--- src/rtl/fetch_queue_pkg.sv ---
// -----------------------------------------------------------------------------
// fetch_queue_pkg
//   Shared types and constants for the instruction prefetch queue.
//   - fetchq_state_t : prefetch control states (RESET / RUN / HALTED)
//   - NOP_INST       : instruction presented to decode when the queue is empty
//   - fetch_entry_t  : one buffered instruction tagged with its PC (96 bits)
//   - pc_next()      : sequential fetch address increment (wraps modulo 2^64)
// -----------------------------------------------------------------------------
package fetch_queue_pkg;

  typedef enum logic [1:0] {
    ST_RESET  = 2'd0,
    ST_RUN    = 2'd1,
    ST_HALTED = 2'd2
  } fetchq_state_t;

  localparam logic [31:0] NOP_INST = 32'h0000_0013;

  typedef struct packed {
    logic [63:0] pc;
    logic [31:0] inst;
  } fetch_entry_t;

  function automatic logic [63:0] pc_next(input logic [63:0] pc);
    return pc + 64'd4;
  endfunction

endpackage : fetch_queue_pkg

--- src/rtl/fetch_queue_fifo.sv ---
// -----------------------------------------------------------------------------
// fetch_fifo
//   DEPTH x 96-bit instruction buffer. Occupancy is tracked by the parent, so
//   this block only owns the storage and the two wrapping pointers.
//   Ports:
//     clk_i, rst_ni   : clock, asynchronous active-low reset (pointers only)
//     wr_en_i         : write wr_data_i at the write pointer
//     wr_data_i       : {pc, inst} entry
//     rd_en_i         : advance the read pointer (head consumed)
//     flush_i         : discard everything; read pointer catches up to write
//     head_o          : entry at the read pointer, read from storage registers
//                       (a write at edge N is visible after edge N, no bypass)
// -----------------------------------------------------------------------------
module fetch_fifo
  import fetch_queue_pkg::*;
#(
  parameter int unsigned DEPTH = 4
) (
  input  logic         clk_i,
  input  logic         rst_ni,
  input  logic         wr_en_i,
  input  fetch_entry_t wr_data_i,
  input  logic         rd_en_i,
  input  logic         flush_i,
  output fetch_entry_t head_o
);

  localparam int unsigned PTR_W = $clog2(DEPTH);

  logic [PTR_W-1:0] wr_ptr_q, wr_ptr_d;
  logic [PTR_W-1:0] rd_ptr_q, rd_ptr_d;
  fetch_entry_t     mem_q [DEPTH];

  always_comb begin
    // NOTE: every always_comb output gets a default first so no path can infer a latch.
    wr_ptr_d = wr_ptr_q;
    rd_ptr_d = rd_ptr_q;
    if (wr_en_i) wr_ptr_d = wr_ptr_q + PTR_W'(1);
    if (rd_en_i) rd_ptr_d = rd_ptr_q + PTR_W'(1);
    // Flush empties the buffer by pointer equality; any same-cycle write is
    // wrong-path and must not become visible either.
    if (flush_i) rd_ptr_d = wr_ptr_d;
  end

  always_ff @(posedge clk_i or negedge rst_ni) begin
    if (!rst_ni) begin
      // NOTE: sequential state uses non-blocking assignments so all registers update together.
      wr_ptr_q <= '0;
      rd_ptr_q <= '0;
    end else begin
      wr_ptr_q <= wr_ptr_d;
      rd_ptr_q <= rd_ptr_d;
    end
  end

  // NOTE: storage is not reset; the parent's count qualifies the head, so stale data is never used.
  always_ff @(posedge clk_i) begin
    if (wr_en_i) mem_q[wr_ptr_q] <= wr_data_i;
  end

  assign head_o = mem_q[rd_ptr_q];

endmodule : fetch_fifo

--- src/rtl/fetch_queue.sv ---
// -----------------------------------------------------------------------------
// fetch_queue
//   Instruction prefetch stage. Issues sequential 32-bit fetches to a
//   variable-latency, in-order instruction memory, buffers the responses with
//   their PCs, and hands them to decode over a valid/ready handshake. A taken
//   redirect flushes the buffer and discards responses still in flight.
//   Ports:
//     clk_i, rst_ni             : clock, asynchronous active-low reset
//     redirect_valid_i/_pc_i    : taken jump/branch; refetch from redirect_pc_i
//     halt_i                    : stop issuing; buffered entries still drain
//     req_valid_o/addr_o/ready_i: fetch request channel
//     resp_valid_i/inst_i       : in-order fetch responses
//     inst_valid_o/inst_o/pc_o  : head of queue to decode (NOP / 0 when empty)
//     inst_ready_i              : decode accepts the head this cycle
// -----------------------------------------------------------------------------
module fetch_queue
  import fetch_queue_pkg::*;
#(
  parameter int unsigned DEPTH    = 4,
  parameter logic [63:0] RESET_PC = 64'h0
) (
  input  logic        clk_i,
  input  logic        rst_ni,
  input  logic        redirect_valid_i,
  input  logic [63:0] redirect_pc_i,
  input  logic        halt_i,
  output logic        req_valid_o,
  output logic [63:0] req_addr_o,
  input  logic        req_ready_i,
  input  logic        resp_valid_i,
  input  logic [31:0] resp_inst_i,
  output logic        inst_valid_o,
  output logic [31:0] inst_o,
  output logic [63:0] inst_pc_o,
  input  logic        inst_ready_i
);

  localparam int unsigned CNT_W = $clog2(DEPTH + 1);
  typedef logic [CNT_W-1:0] cnt_t;
  localparam logic [CNT_W:0] CREDIT_LIMIT = (CNT_W + 1)'(DEPTH);

  fetchq_state_t  state_q, state_d;
  logic [63:0]    fetch_pc_q, fetch_pc_d;
  logic [63:0]    resp_pc_q, resp_pc_d;
  cnt_t           count_q, count_d;
  cnt_t           inflight_q, inflight_d;
  cnt_t           drop_q, drop_d;

  logic           req_fire;
  logic           resp_keep;
  logic           deq;
  logic           has_credit;
  logic [CNT_W:0] occupancy;
  fetch_entry_t   wr_entry;
  fetch_entry_t   head;

  // Credit: a request only goes out if its response is guaranteed a slot, so
  // responses never need back-pressure.
  assign occupancy  = {1'b0, count_q} + {1'b0, inflight_q};
  assign has_credit = occupancy < CREDIT_LIMIT;

  assign req_valid_o = (state_q == ST_RUN) && !redirect_valid_i && has_credit;
  assign req_addr_o  = fetch_pc_q;
  assign req_fire    = req_valid_o && req_ready_i;

  // A response arriving with a redirect belongs to the old path.
  assign resp_keep = resp_valid_i && !redirect_valid_i && (drop_q == '0);

  assign inst_valid_o = (count_q != '0);
  assign deq          = inst_valid_o && inst_ready_i;
  assign inst_o       = inst_valid_o ? head.inst : NOP_INST;
  assign inst_pc_o    = inst_valid_o ? head.pc   : 64'h0;

  assign wr_entry = '{pc: resp_pc_q, inst: resp_inst_i};

  fetch_fifo #(
    .DEPTH (DEPTH)
  ) u_fifo (
    .clk_i     (clk_i),
    .rst_ni    (rst_ni),
    .wr_en_i   (resp_keep),
    .wr_data_i (wr_entry),
    .rd_en_i   (deq),
    .flush_i   (redirect_valid_i),
    .head_o    (head)
  );

  // Control FSM: leaves RESET on the first clock, halts on request, and only
  // a redirect without halt resumes fetching.
  always_comb begin
    state_d = state_q;
    case (state_q)
      ST_RESET:  state_d = ST_RUN;
      ST_RUN:    if (halt_i) state_d = ST_HALTED;
      ST_HALTED: if (redirect_valid_i && !halt_i) state_d = ST_RUN;
      default:   state_d = ST_RESET;
    endcase
  end

  // Counters and PCs; redirect overrides everything else.
  always_comb begin
    fetch_pc_d = fetch_pc_q;
    resp_pc_d  = resp_pc_q;
    count_d    = count_q + cnt_t'(resp_keep) - cnt_t'(deq);
    inflight_d = inflight_q + cnt_t'(req_fire) - cnt_t'(resp_valid_i);
    drop_d     = drop_q;

    if (req_fire)  fetch_pc_d = pc_next(fetch_pc_q);
    if (resp_keep) resp_pc_d  = pc_next(resp_pc_q);
    if (resp_valid_i && (drop_q != '0)) drop_d = drop_q - cnt_t'(1);

    if (redirect_valid_i) begin
      count_d    = '0;
      fetch_pc_d = redirect_pc_i;
      resp_pc_d  = redirect_pc_i;
      // No request issues this cycle, so what remains in flight after this
      // cycle's response retires is exactly what must be discarded.
      drop_d     = inflight_q - cnt_t'(resp_valid_i);
    end
  end

  always_ff @(posedge clk_i or negedge rst_ni) begin
    if (!rst_ni) begin
      state_q    <= ST_RESET;
      fetch_pc_q <= RESET_PC;
      resp_pc_q  <= RESET_PC;
      count_q    <= '0;
      inflight_q <= '0;
      drop_q     <= '0;
    end else begin
      state_q    <= state_d;
      fetch_pc_q <= fetch_pc_d;
      resp_pc_q  <= resp_pc_d;
      count_q    <= count_d;
      inflight_q <= inflight_d;
      drop_q     <= drop_d;
    end
  end

endmodule : fetch_queue

--- config.mk ---
export PLATFORM = sky130hd
export DESIGN_NAME = fetch_queue
export DESIGN_NICKNAME = d
export VERILOG_FILES = /design/src/rtl/fetch_queue_pkg.sv /design/src/rtl/fetch_queue_fifo.sv /design/src/rtl/fetch_queue.sv
export SDC_FILE = /design/constraint.sdc
export NUM_CORES = 1
export LEC_CHECK = 0
export CAP_MARGIN = 5
export CORE_MARGIN = 2
export CORE_UTILIZATION = 50
export CTS_BUF_LIST = sky130_fd_sc_hd__clkbuf_8 sky130_fd_sc_hd__clkbuf_16
export DETAILED_ROUTE_END_ITERATION = 12
export MAX_ROUTING_LAYER = met4
export PLACE_DENSITY = 0.75
export SLEW_MARGIN = 25
export SYNTH_ARGS = -nofsm -noshare
export SYNTH_HDL_FRONTEND = slang
export SYNTH_SLANG_ARGS = --single-unit
--- constraint.sdc ---
create_clock -name clk_i -period 8.85 [get_ports clk_i]
set_input_delay 1.77 -clock clk_i [delete_from_list [all_inputs] [get_ports clk_i]]
set_output_delay 1.77 -clock clk_i [all_outputs]
set_load 0.05 [all_outputs]
* After elaboration in Yosys (flattened, before gate mapping)
Memory sizes are Yosys's and may differ from the RTL's.
Cells that the tools add are included.
** Word-level totals
- Flip-flop bits (word level) :: 143
- Memories :: 1
- Bits of input ports :: 103
- ROM bits :: 0
- Output and inout bits :: 162
- RAM bits :: 384
- Bits in latches :: 0
- Logic and storage cells :: 61
** Memory list
- u_fifo.mem_q :: depth 4, width 96, read ports 1, clocked after memory_dff 0, wr ports 1, line fetch_queue_fifo.sv:32 : fetch_entry_t mem_q [DEPTH];
** Operators by class
- Equal/unequal tests :: 4
- Multipliers :: 0
- Reduce and logical (&&, ||, !) cells :: 19
- Shift-type cells :: 0
- Add/subtract/negate cells :: 11
- Mux-type cells :: 17
- Div/mod/pow operators :: 0
- Bitwise gates (word level) :: 0
- $lt $le $gt $ge :: 1
** Operators by type and width (number)
- two-way mux 64 bit :: 5
- adder 64 x 3 -> 64 bit (second input constant) :: 2
- two-way mux 32 bit :: 1
- two-way mux 2 bit :: 5
- two-way mux 3 bit :: 3
- subtractor 3 x 1 -> 3 bit :: 3
- logical AND 1 bit :: 8
- nonzero test 2 bit :: 4
- adder 3 x 1 -> 3 bit :: 2
- one-hot mux 2 bit (3 select lines) :: 1
- nonzero test 3 bit :: 2
- adder 2 x 1 -> 2 bit (second input constant) :: 2
- adder 3 x 3 -> 4 bit :: 1
- < comparator 4 x 3 -> 1 bit (second input constant) :: 1
- != test 2 bit (second input constant) :: 2
- logical NOT 3 bit :: 1
- subtractor 3 x 1 -> 3 bit (second input constant) :: 1
- equality test 2 x 1 -> 1 bit (second input constant) :: 1
- equality test 2 bit (second input constant) :: 1
- logical NOT 1 bit :: 2
- logical NOT 2 bit :: 1
- two-way mux 1 bit :: 2
- AND reduction 2 bit :: 1

* Logic depth before layout (Yosys ltp)
- Depth in word-level cells :: 6
- Mapped depth :: 13
- Mapped depth without buffers :: 12

* By module
From an unflattened synthesis, not the netlist that was laid out.
** Unflattened totals
- Cells, all modules :: 1572
- Area total of the unflattened synthesis :: 23157.2 µm²
** By module, submodules not included
- fetch_fifo :: area an instance 14091.0 µm², cells each 524, times used 1, sequential area each 11631.2 µm²
- fetch_queue :: area an instance 9066.2 µm², cells each 1048, times used 1, sequential area each 3478.3 µm²

* Worst setup path after synthesis
Ideal clock, no wire load.
- Path type :: input port to flip-flop
- Start point :: input port redirect_valid_i
- End point :: memory u_fifo.mem_q[0][0] in the netlist's numbering (enable)
- Data arrival time :: 4.612 ns
- Slack :: 3.772 ns
- Setup time :: 0.466 ns
- Data required time :: 8.384 ns
- Buffers on the path :: 2
- Cell stages on the path :: 4
- Cells stage by stage :: clkbuf_1 -> inv_1 -> clkbuf_1 -> and3_1
** On the way
- Longest elaborated chain between the ends :: 5
** Ends and longest elaborated chain
- from (decl) :: line fetch_queue.sv:24 : input logic redirect_valid_i,
- logical NOT 1 bit :: line fetch_queue.sv:67 : assign resp_keep = resp_valid_i && !redirect_valid_i && (drop_q == '0);
- logical AND 1 bit (2 in series) :: line fetch_queue.sv:67
- two-way mux 1 bit :: line fetch_queue_fifo.sv:58 : if (wr_en_i) mem_q[wr_ptr_q] <= wr_data_i;
- two-way mux 1 bit (implied by the code) :: line fetch_queue_fifo.sv:58
- to (decl) :: line fetch_queue_fifo.sv:32
Every way passes these cells.

* Final worst setup path
- Start point :: input port redirect_valid_i
- End point :: output port req_valid_o
** On the way
- Longest elaborated chain between the ends :: 3
** Ends and longest elaborated chain
- logical NOT 1 bit :: line fetch_queue.sv:62 : assign req_valid_o = (state_q == ST_RUN) && !redirect_valid_i && has_credit;
- logical AND 1 bit (2 in series) :: line fetch_queue.sv:62
- to (decl) :: line fetch_queue.sv:27 : output logic req_valid_o,
Every way passes these cells.

==> run_results.csv <==
group,metric,value,unit
logic_synthesis,synth.largest_area_cell,"edfxtp_1",
worst_setup_path,cp_max_fo,60,
clock_tree,cts_hold_buf,0,
grt,grt_pass1_wl,90200,um
timing,fin_ws,3.27,ns
clock_tree,cts_tree,"built",
worst_setup_path,arrival,3.81,ns
logic_synthesis,ys_seq_area_share,64.8,%
worst_setup_path,critPathLaunchType,"input port",
finish,seqCellArea,0.0151,sq mm
pwr,p_total,8.89,mW
detailed_routing,postRouteAntennaNets,0,
logic_synthesis,synthFlopType,"edfxtp_1",
run_status,status,"finished clean",
finish,nNetsFinal,1998,
clock_tree,cts_root_buf,"clkbuf_16",
die,die-area,0.0484,sq mm
worst_setup_path,required,7.08,ns
finish,finalNonFillerCells,2529,
finish,antenna_cells,0,
detailed_routing,drt-initial-drc-count,1475,
logic_synthesis,synth.distinct_cells,66,
logic_synthesis,netlist.area_leader.share,49.4,%
worst_setup_path,rr_worst_depth,9,
worst_hold_path,holdCritPathClass,"reg -> reg",
logic_synthesis,synthCells,1623,
pwr,power_switching,3.34,mW
timing,slew_violations,0,
logic_synthesis,synth-seq-cells,527,
logic_synthesis,synth_edf_count,384,
finish,nFillCells,3498,
placement,io_buffer_count,264,
pwr,p_seq_share,35.1,%
clock_tree,cts_made_buffers,54,
logic_synthesis,yosys-mux-area-fraction,10.5,%
die,core_area,0.0463,sq mm
timing,maxSlewHeadroom,33.2,%
timing,whs,0.493,ns
detailed_routing,vias,15300,
finish,drive_above_1_share,12.7,%
clock_tree,worstSkewPairLatency,0.61,ns
clock_tree,cts_max_level,2,
pwr,power_frac_comb,38.0,%
pwr,clkPwrFrac,26.9,%
grt,track_usage,25.5,%
clock_tree,clkSlewWorstSetupHoldPaths,0.06,ns
logic_synthesis,synth-async-reset-ratio,27.1,%
logic_synthesis,synth-adder-area-share,1.03,%
detailed_routing,via_per_inst,6.05,
placement,hpwlAfterDp,38000,um
worst_hold_path,whs_path_depth,1,
logic_synthesis,synth_top_family_by_area,"simple AND/OR/NAND/NOR gates",
timing,finalSetupTns,0,ns
placement,post-place-ws,3.25,ns
worst_setup_path,worstSetupPathType,"in -> out",
die,die_w,220,um
finish,final_common_cell,"edfxtp_1",
logic_synthesis,synth_compound_area_share,5.07,%
detailed_routing,avgRoutedWirePerCell,23.4,um
timing,fin_crit_sh,63.0,%
worst_setup_path,end_kind,"output pin",
placement,placed_area,0.0266,sq mm
grt,grt_pass1_vias,15200,
detailed_routing,firstDrtPassIters,6,
finish,layout_common_cells,"edfxtp_1 (384), clkdlybuf4s50_1 (262), dfrtp_1 (141)",
placement,dp_cells,2427,
finish,utilization,61.6,%
finish,area_growth,22.1,%
pwr,vdd.ir_drop.worst,0.309,mV
run,max_cap_viol_count,0,
logic_synthesis,synth_xor_area_share,2.40,%
pwr,power_density,312,mW/mm^2
timing,skew,0.0189,ns
timing,period_minus_slack,5.58,ns
pwr,switching_share,37.6,%
timing,rsz0062_at_grt,"no",
logic_synthesis,postSynthAreaPerCell,14.4,sq um
timing,max_freq,0.179,GHz
grt,antenna_found_initial,1,
logic_synthesis,synth_area_leaders,"edfxtp_1 (49%), dfrtp_1 (15%), mux4_2 (9.3%), and2_1 (2.9%), nand2_1 (2.0%)",
pwr,total_leakage_power,9.77,nW
die,rows,79,
timing,hold_viol_final,0,
grt,grt_max_degree,82,
grt,grt_overflow,0,
clock_tree,cts-resized-gates,0,
finish,post-route-cell-area,0.0285,sq mm
logic_synthesis,yosysWarnings,0,
clock_tree,clock-sinks,527,
clock_tree,cts_max_path_buffers,3,
finish,multi_input_area,0.00776,sq mm
timing,worstMarginPinSlew,1.00,ns
logic_synthesis,synth_nets,1744,
timing,finalSetupViolations,0,
detailed_routing,drc,0,
die,start_util,50.4,%
die,fp.dieH,220,um
clock_tree,cts_setup_buffers,0,
placement,gp_congestion,0.930,
logic_synthesis,synth_area,0.0233,sq mm
pwr,intPower,5.55,mW
die,num_io_pins,265,
detailed_routing,wl,59200,um
logic_synthesis,synthSimpleGateAreaFrac,14.1,%
## flip-flops by register name (all words and copies together), names as in the netlist
signal           cells
count_q              3
drop_q               3
inflight_q           3
req_addr_o          64
resp_pc_q           64
state_q              2
u_fifo.mem_q       384
u_fifo.rd_ptr_q      2
u_fifo.wr_ptr_q      2
## power groups by stage
stage | combinational [mW] | clock, mW | sequential [mW]
after floorplan | 2.20 | 0 | 3.22
after detailed placement | 3.41 | 0 | 3.16
final | 3.38 | 2.39 | 3.12
after CTS | 3.42 | 2.43 | 3.12
after global routing | 3.57 | 2.53 | 3.15
after global placement | 3.37 | 0 | 3.15
## cell usage after synthesis (4+ instances only)
cell      count
mux2_2       15
buf_1        11
nor4b_1       4
and3_1       18
o21ai_0      61
nand3_1      85
o211ai_1     31
a21oi_1      17
or3_1        11
nand2_1     122
a21boi_0      8
dfrtp_1     143
o31a_1        9
and4_1       15
nor2b_1       4
mux4_2       96
o311ai_0     14
or2_2         6
or4_1        23
a31oi_1      16
nor3_1       23
nor2_1       45
mux2i_1      11
edfxtp_1    384
nand4_1      57
nor4_1       34
clkbuf_1     60
ha_1         16
nand2b_1      4
buf_2        10
xor2_1       21
and2_1      110
inv_1        45
xnor2_1      43
## layer usage
layer | global-route usage, % | share of wire, %
met1 | 36.4 | 43
met4 | 6.64 | 2.4
met3 | 4.36 | 7.9
met2 | 38.4 | 47
met5 | - | 0
## critical path, stage by stage
cell and delay, ns:
buf_4 0.29, nor4b_1 0.64, and3_1 0.28, clkdlybuf4s50_1 0.82
## cell type report
class	instances	area share, %
Tap cell	607	2.67
Clock inverter	46	1.74
Multi-Input combinational cell	967	27.2
Timing Repair Buffer	281	9.83
Sequential cell	527	53.1
Inverter	46	0.606
Clock buffer	55	4.83
## final timing paths
| path | endpoint | from | slack [ns] |
|---|---|---|---|
| max | req_valid_o | redirect_valid_i | 3.27 |
| min | state_q[0] | state_q[1] | 0.49 |
| max reg2reg | req_addr_o[47] | inflight_q[2] | 5.34 |
| min reg2reg | state_q[0] | state_q[1] | 0.49 |
| max in group asynchronous | req_addr_o[0] | rst_ni | 6.49 |
| min in group asynchronous | req_addr_o[43] | rst_ni | 1.15 |
## kinds of logic after synthesis
kind of cell / count (synthesis)
buffers and inverters: 129
muxes: 122
AOI/OAI and AO/OA: 180
xor gates and xnor gates: 64
and+or+nand+nor: 583
DFF: 527
adders and majority gates: 18
No activity file was read; power rests on OpenSTA's default activity.
